===== config.mk =====
export PLATFORM = sky130hd
export DESIGN_NAME = jk_excite_gen_flat
export DESIGN_NICKNAME = d
export VERILOG_FILES = /design/src/rtl/jk_excite_gen_if.sv /design/src/rtl/jk_excite_gen.sv /design/src/flat_wrapper.sv
export SDC_FILE = /design/constraint.sdc
export NUM_CORES = 1
export LEC_CHECK = 0
export CAP_MARGIN = 40
export CORE_MARGIN = 3
export CORE_UTILIZATION = 45
export DETAILED_ROUTE_END_ITERATION = 7
export PLACE_DENSITY = 0.84
export SLEW_MARGIN = 20
export SYNTH_ARGS = -nofsm -noshare
export SYNTH_HDL_FRONTEND = slang
export SYNTH_SLANG_ARGS = --single-unit

===== constraint.sdc =====
create_clock -name clk -period 2.3 [get_ports clk]
set_input_delay 0.23 -clock clk [delete_from_list [all_inputs] [get_ports clk]]
set_output_delay 0.23 -clock clk [all_outputs]
set_load 0.02 [all_outputs]

===== src/rtl/jk_excite_gen_if.sv =====
// Pattern handshake bundle for jk_excite_gen.
// master drives pat_valid/pat_data, slave drives pat_ready.
interface jk_excite_gen_if #(
  parameter int WIDTH = 8
);
  logic             pat_valid;
  logic             pat_ready;
  logic [WIDTH-1:0] pat_data;

  modport master (
    output pat_valid,
    output pat_data,
    input  pat_ready
  );

  modport slave (
    input  pat_valid,
    input  pat_data,
    output pat_ready
  );
endinterface


===== src/rtl/jk_excite_gen.sv =====
// JK excitation generator: turns a WIDTH-bit target Q pattern (LSB
// first) into one J/K pair per clock for an external JK flop on the
// same clk/rst, tracking the flop's Q in q_model.
// Ports: clk, rst (async, active-high), pat (slave handshake:
// pat_valid/pat_ready/pat_data), J, K, drive_en, q_model, done,
// q_fb (flop Q feedback), err (sticky mismatch flag).
// Optional checker: define JK_EXC_CHECK_EN to compare q_fb against
// q_model; otherwise err is tied low and q_fb is ignored.
module jk_excite_gen #(
  parameter int WIDTH  = 8,
  parameter bit DC_VAL = 1'b0
) (
  input  logic           clk,
  input  logic           rst,
  jk_excite_gen_if.slave pat,
  output logic           J,
  output logic           K,
  output logic           drive_en,
  output logic           q_model,
  output logic           done,
  input  logic           q_fb,
  output logic           err
);

  localparam int CW = $clog2(WIDTH);

  typedef enum logic {
    IDLE,
    RUN
  } state_t;

  state_t           state;
  state_t           state_nxt;
  logic [WIDTH-1:0] sr;
  logic [CW-1:0]    cnt;
  logic             last;
  logic             accept;
  logic             t;

  assign last   = (cnt == CW'(WIDTH - 1));
  assign accept = (state == IDLE) && pat.pat_valid;
  assign t      = sr[0];

  always_ff @(posedge clk or posedge rst) begin
    if (rst) state <= IDLE;
    else     state <= state_nxt;
  end

  always_comb begin
    state_nxt = state;
    unique case (state)
      IDLE: if (accept) state_nxt = RUN;
      RUN:  if (last)   state_nxt = IDLE;
      default: state_nxt = IDLE;
    endcase
  end

  // J/K come only from registered state, so they move on clk or rst.
  always_comb begin
    pat.pat_ready = 1'b0;
    drive_en      = 1'b0;
    J             = 1'b0;
    K             = 1'b0;
    if (state == IDLE) begin
      pat.pat_ready = 1'b1;
    end else begin
      drive_en = 1'b1;
      unique case (1'b1)
        (!q_model && !t): begin J = 1'b0;   K = DC_VAL; end
        (!q_model &&  t): begin J = 1'b1;   K = DC_VAL; end
        ( q_model && !t): begin J = DC_VAL; K = 1'b1;   end
        ( q_model &&  t): begin J = DC_VAL; K = 1'b0;   end
        default:          begin J = 1'b0;   K = 1'b0;   end
      endcase
    end
  end

  // q_model is not reinitialised on accept: the next pattern
  // continues from wherever the flop was left.
  always_ff @(posedge clk or posedge rst) begin
    if (rst) begin
      sr      <= '0;
      cnt     <= '0;
      q_model <= 1'b0;
      done    <= 1'b0;
    end else begin
      done <= (state == RUN) && last;
      if (accept) begin
        sr  <= pat.pat_data;
        cnt <= '0;
      end else if (state == RUN) begin
        q_model <= t;
        sr      <= sr >> 1;
        if (!last) cnt <= cnt + CW'(1);
      end
    end
  end

`ifdef JK_EXC_CHECK_EN
  logic chk_arm;

  // Armed in the cycle after each RUN edge, when the flop and
  // q_model should both hold the bit just applied.
  always_ff @(posedge clk or posedge rst) begin
    if (rst) begin
      chk_arm <= 1'b0;
      err     <= 1'b0;
    end else begin
      chk_arm <= (state == RUN);
      if (chk_arm && (q_fb != q_model)) err <= 1'b1;
    end
  end
`else
  logic unused_q_fb;

  assign unused_q_fb = q_fb;
  assign err         = 1'b0;
`endif

endmodule


===== src/flat_wrapper.sv =====
// flat-port wrapper written by rule: the top's interface ports become plain ports
module jk_excite_gen_flat 
#(
  parameter int WIDTH  = 8,
  parameter bit DC_VAL = 1'b0
)
  (clk, rst, J, K, drive_en, q_model, done, q_fb, err, pat_pat_valid, pat_pat_data, pat_pat_ready);
  jk_excite_gen_if #(.WIDTH(WIDTH)) pat_i ();
  input  logic clk;
  input  logic rst;
  output logic J;
  output logic K;
  output logic drive_en;
  output logic q_model;
  output logic done;
  input  logic q_fb;
  output logic err;
  input wire logic [$bits(pat_i.pat_valid)-1:0] pat_pat_valid;
  input wire logic [$bits(pat_i.pat_data)-1:0] pat_pat_data;
  output wire logic [$bits(pat_i.pat_ready)-1:0] pat_pat_ready;
  assign pat_i.pat_valid = pat_pat_valid;
  assign pat_i.pat_data = pat_pat_data;
  assign pat_pat_ready = pat_i.pat_ready;
  jk_excite_gen #(.WIDTH(WIDTH), .DC_VAL(DC_VAL)) u_core (.clk(clk), .rst(rst), .pat(pat_i), .J(J), .K(K), .drive_en(drive_en), .q_model(q_model), .done(done), .q_fb(q_fb), .err(err));
endmodule

### Yosys cells after proc, flatten, opt, wreduce, memory -nomap -nowiden

Cells that the tools add are included.

| word-level totals | value |
|---|---|
| bits in latches | 0 |
| bits in read-only memories | 0 |
| logic and storage cells | 33 |
| memories | 0 |
| flip-flop bits (word level) | 14 |
| bits of input ports | 12 |
| bits in writable memories | 0 |
| output and inout bits | 7 |

| operators by class | value |
|---|---|
| reduce and logical (&&, ||, !) cells | 9 |
| add/subtract/negate cells | 1 |
| multiply operators | 0 |
| bitwise operators | 2 |
| mux-type cells | 14 |
| eq/ne operators | 2 |
| order comparisons | 0 |
| divide/modulo/power cells | 0 |
| shift-type cells | 0 |

Operators with widths:

| kind | number |
|---|---|
| two-way mux 8 bit | 2 |
| two-way mux 3 bit | 3 |
| two-way mux 1 bit | 8 |
| logical AND 1 bit | 4 |
| AND reduction 2 bit | 2 |
| adder 3 x 1 -> 3 bit (second input constant) | 1 |
| == test 3 bit (second input constant) | 1 |
| logical NOT 1 bit | 2 |
| != test 2 bit (second input constant) | 1 |
| NOT 1 bit | 2 |
| case mux 1 bit (2 select lines) | 1 |
| nonzero test 2 bit | 1 |

### Logic depth before layout (Yosys ltp)

| logic depth | value |
|---|---|
| depth after elaboration | 4 |
| gate-level depth with buffers | 5 |

### Worst setup path after synthesis

No wires, ideal clock.

| path | value |
|---|---|
| path kind | reg2out |
| start point | register u_core.state |
| end point | output J |
| buffers on the path | 1 |
| data required time | 2.070 ns |
| cell stages (with the launch flop) | 4 |
| path slack | 0.834 ns |
| data arrival time | 1.236 ns |
| path through | dfrtp_1 buf_4 inv_6 nor3b_1 |

| between the ends | value |
|---|---|
| cells in the longest elaborated chain, start to end | 1 |

RTL lines:

| what | RTL line | source |
|---|---|---|
| start, declared | jk_excite_gen.sv:32 | `state_t state;` |
| start signal, assigned | jk_excite_gen.sv:46 | `else state <= state_nxt;` |
| two-way mux 1 bit | jk_excite_gen.sv:64 | `if (state == IDLE) begin` |
| end, declared | flat_wrapper.sv:11 | `output logic J;` |

Every way passes these cells.

### Worst setup path in the final report

Ends and elaborated chain as after synthesis.

==> metrics.yaml <==
synthToLayoutAreaGrowth_pct: 26.2
synth_most_common_cell: "dfrtp_1"
slowest_delay_ps: 660
setup_slack_ps: 234
leakage_nw: 0.402
startpoint_type: "register"
hp-class: "primary input to asynchronous set/reset pin"
drc: 0
skew_ps: 4.45
io_pins: 19
drive_gt1_frac: 0.123
crit_chain: "inv_6, nor3b_1, clkdlybuf4s50_1"
fillCellCount: 114
ir_worst_vdd_uv: 619
die_h_um: 44.6
crit_start: "u_core.state$_DFF_PP0_"
grt_pass1_wl_mm: 1.98
synthDistinctLibCells: 18
cts.path.max_buffers: 2
rr_worst_depth: 4
hold_violations: 0
track_usage: 0.143
core-area_um2: 1350
arrival_ps: 1840
r2r_end: "u_core.cnt[0]$_DFFE_PP0P_"
ctsResizeCount: 0
ant_nets: 0
n_antenna_cell: 0
tightest_slew_ps: 575
final_max_slew_viol_count: 0
maxCapViolations: 0
syn_area_um2: 669
grt_max_degree: 15
holdBufCountCts: 0
yosysSeqAreaShare: 0.523
r2r_slack_ps: 770
rows: 13
path_class: "register to output pin"
grt_setup_unrepaired: "no"
cp.required_ps: 2070
gp_congestion: 0.724
die_x_um: 44.6
die_area_um2: 1990
synthArstFlopShare: 1.00
finalSetupViolCount: 0
yosys.area.top_type_share: 0.523
endpoint_kind: "output pin"
clk_pin_slew_ps: 80
io_buffers: 16
cts_sinks: 14
grt-ovfl-total: 0
drtPass1Iterations: 4
slowest_stage: "clkdlybuf4s50_1"
antenna_found_initial: 0
status: "finished, final reports clean"
yosys_warnings: 0
fmax_mhz: 484
clockRootBuffer: "clkbuf_4"
ctsHtreeMaxLevel: 1
whs_ps: 280
grt_pass1_vias: 484
ys_ff_latch: 14
drt_wl_total_mm: 1.24
worst_skew_pair.late_latency_ps: 270
power_density_nw_per_um2: 1190
reg2reg_from: "u_core.state$_DFF_PP0_"
post-cts-setup-buffers: 0
start_util: 0.496
cts_buffers: 3
fin_crit_ps: 2070
cp_max_fo: 12
synth_edf_count: 0
cts_tree: "done"
finalCritPeriodShare: 0.898
postSynthCellCount: 57
drt-wirelength-per-cell_um: 14.1
synth_top_cell_by_area: "dfrtp_1"
viasPerCell: 5.28
drt_iter0_markers: 2
synth_fp_nets: 71
relSlewSlack: 0.615
synth-main-ff-cell: "dfrtp_1"
synth.area.top_cells: "dfrtp_1, mux2i_1, o21ai_0, nand2_1, ha_1"
nNetsFinal: 89
pre_cts_ws_ps: 517
crit_path_end: "J"
vias: 465
syn_area_per_cell_um2: 11.7
dp_hpwl_um: 928
synth_common_cells: "dfrtp_1, mux2i_1, nand2_1"
setup_tns_ps: 0
==> critical path: cells and delay by family, from the launching register on <==
family	cells	cell delay, ps
buffers and inverters	2	720
DFF	1	620
and+or+nand+nor	1	230
==> worst min-delay path by stage <==
stage / from / end / slack, ps
detailed placement: u_core.sr[1]$_DFFE_PP0P_ / u_core.sr[0]$_DFFE_PP0P_ / 480
finish: rst / u_core.sr[6]$_DFFE_PP0P_ / 280
CTS: rst / u_core.cnt[0]$_DFFE_PP0P_ / 290
global route: rst / u_core.cnt[0]$_DFFE_PP0P_ / 320
global placement: u_core.sr[4]$_DFFE_PP0P_ / u_core.sr[3]$_DFFE_PP0P_ / 470
floorplan: rst / u_core.cnt[0]$_DFFE_PP0P_ / 120
==> power by group <==
group | leakage (nW) | internal (mW) | switching (mW)
registers | 0.178 | 0.348 | 0.0873
logic | 0.211 | 0.234 | 0.208
clock network | 0.0138 | 0.0605 | 0.0682
total | 0.402 | 0.643 | 0.363
==> through the flow <==
| stage | total power [mW] | util | area, µm² | std cells |
|---|---|---|---|---|
| final | 1.01 | 0.626 | 845 | 88 |
| after global routing | 1.08 | 0.626 | 845 | 88 |
| after CTS | 1.02 | 0.626 | 845 | 88 |
| after detailed placement | 0.883 | 0.609 | 822 | 85 |
| after global placement | 0.855 | 0.609 | 822 | 85 |
| after floorplan | 0.733 | - | 669 | 57 |
==> placed cells by master, fill, tap and decap left out, types with 2 or more instances in the layout <==
| cell type | netlist | layout |
|---|---|---|
| inv_1 | 2 | 2 |
| a22o_1 | 2 | 2 |
| nand2_1 | 8 | 8 |
| mux2i_1 | 8 | 8 |
| ha_1 | 2 | 2 |
| o21ai_0 | 7 | 7 |
| clkbuf_4 | 0 | 3 |
| dfrtp_1 | 14 | 14 |
| nor2_1 | 2 | 2 |
| clkdlybuf4s50_1 | 0 | 16 |
==> state kept, by name, indices dropped and copies added, names as in the netlist <==
register / count
u_core.state: 1
u_core.q_model: 1
u_core.done: 1
u_core.sr: 8
u_core.cnt: 3
==> logic make-up (layout without fill, tap and decap cells) <==
| family | after synthesis | count (layout) | share of synthesized area |
|---|---|---|---|
| AO/OA/AOI/OAI | 10 | 10 | 0.103 |
| adder cells (fa/ha/maj) | 2 | 2 | 0.0374 |
| buffers and inverters | 7 | 23 | 0.0748 |
| flip-flops | 14 | 14 | 0.523 |
| multiplexers | 10 | 10 | 0.159 |
| other | 1 | 1 | 0.00560 |
| AND/OR/NAND/NOR | 13 | 13 | 0.0972 |
==> layer usage <==
layer  GRT usage  share of wire
met1       0.158           0.43
met2       0.241           0.50
met3      0.0366          0.051
met4      0.0904          0.022
met5           0              0
==> final cells by class <==
cell class | instances | area, µm² | share of cell area
flip-flops and latches | 14 | 350 | 0.415
clock buffers | 3 | 22.5 | 0.0267
inverters | 3 | 16.3 | 0.0193
multi-input cells | 36 | 269 | 0.319
repair buffers | 17 | 168 | 0.199
well taps | 15 | 18.8 | 0.0222
Power figures use the tool's default switching activity.
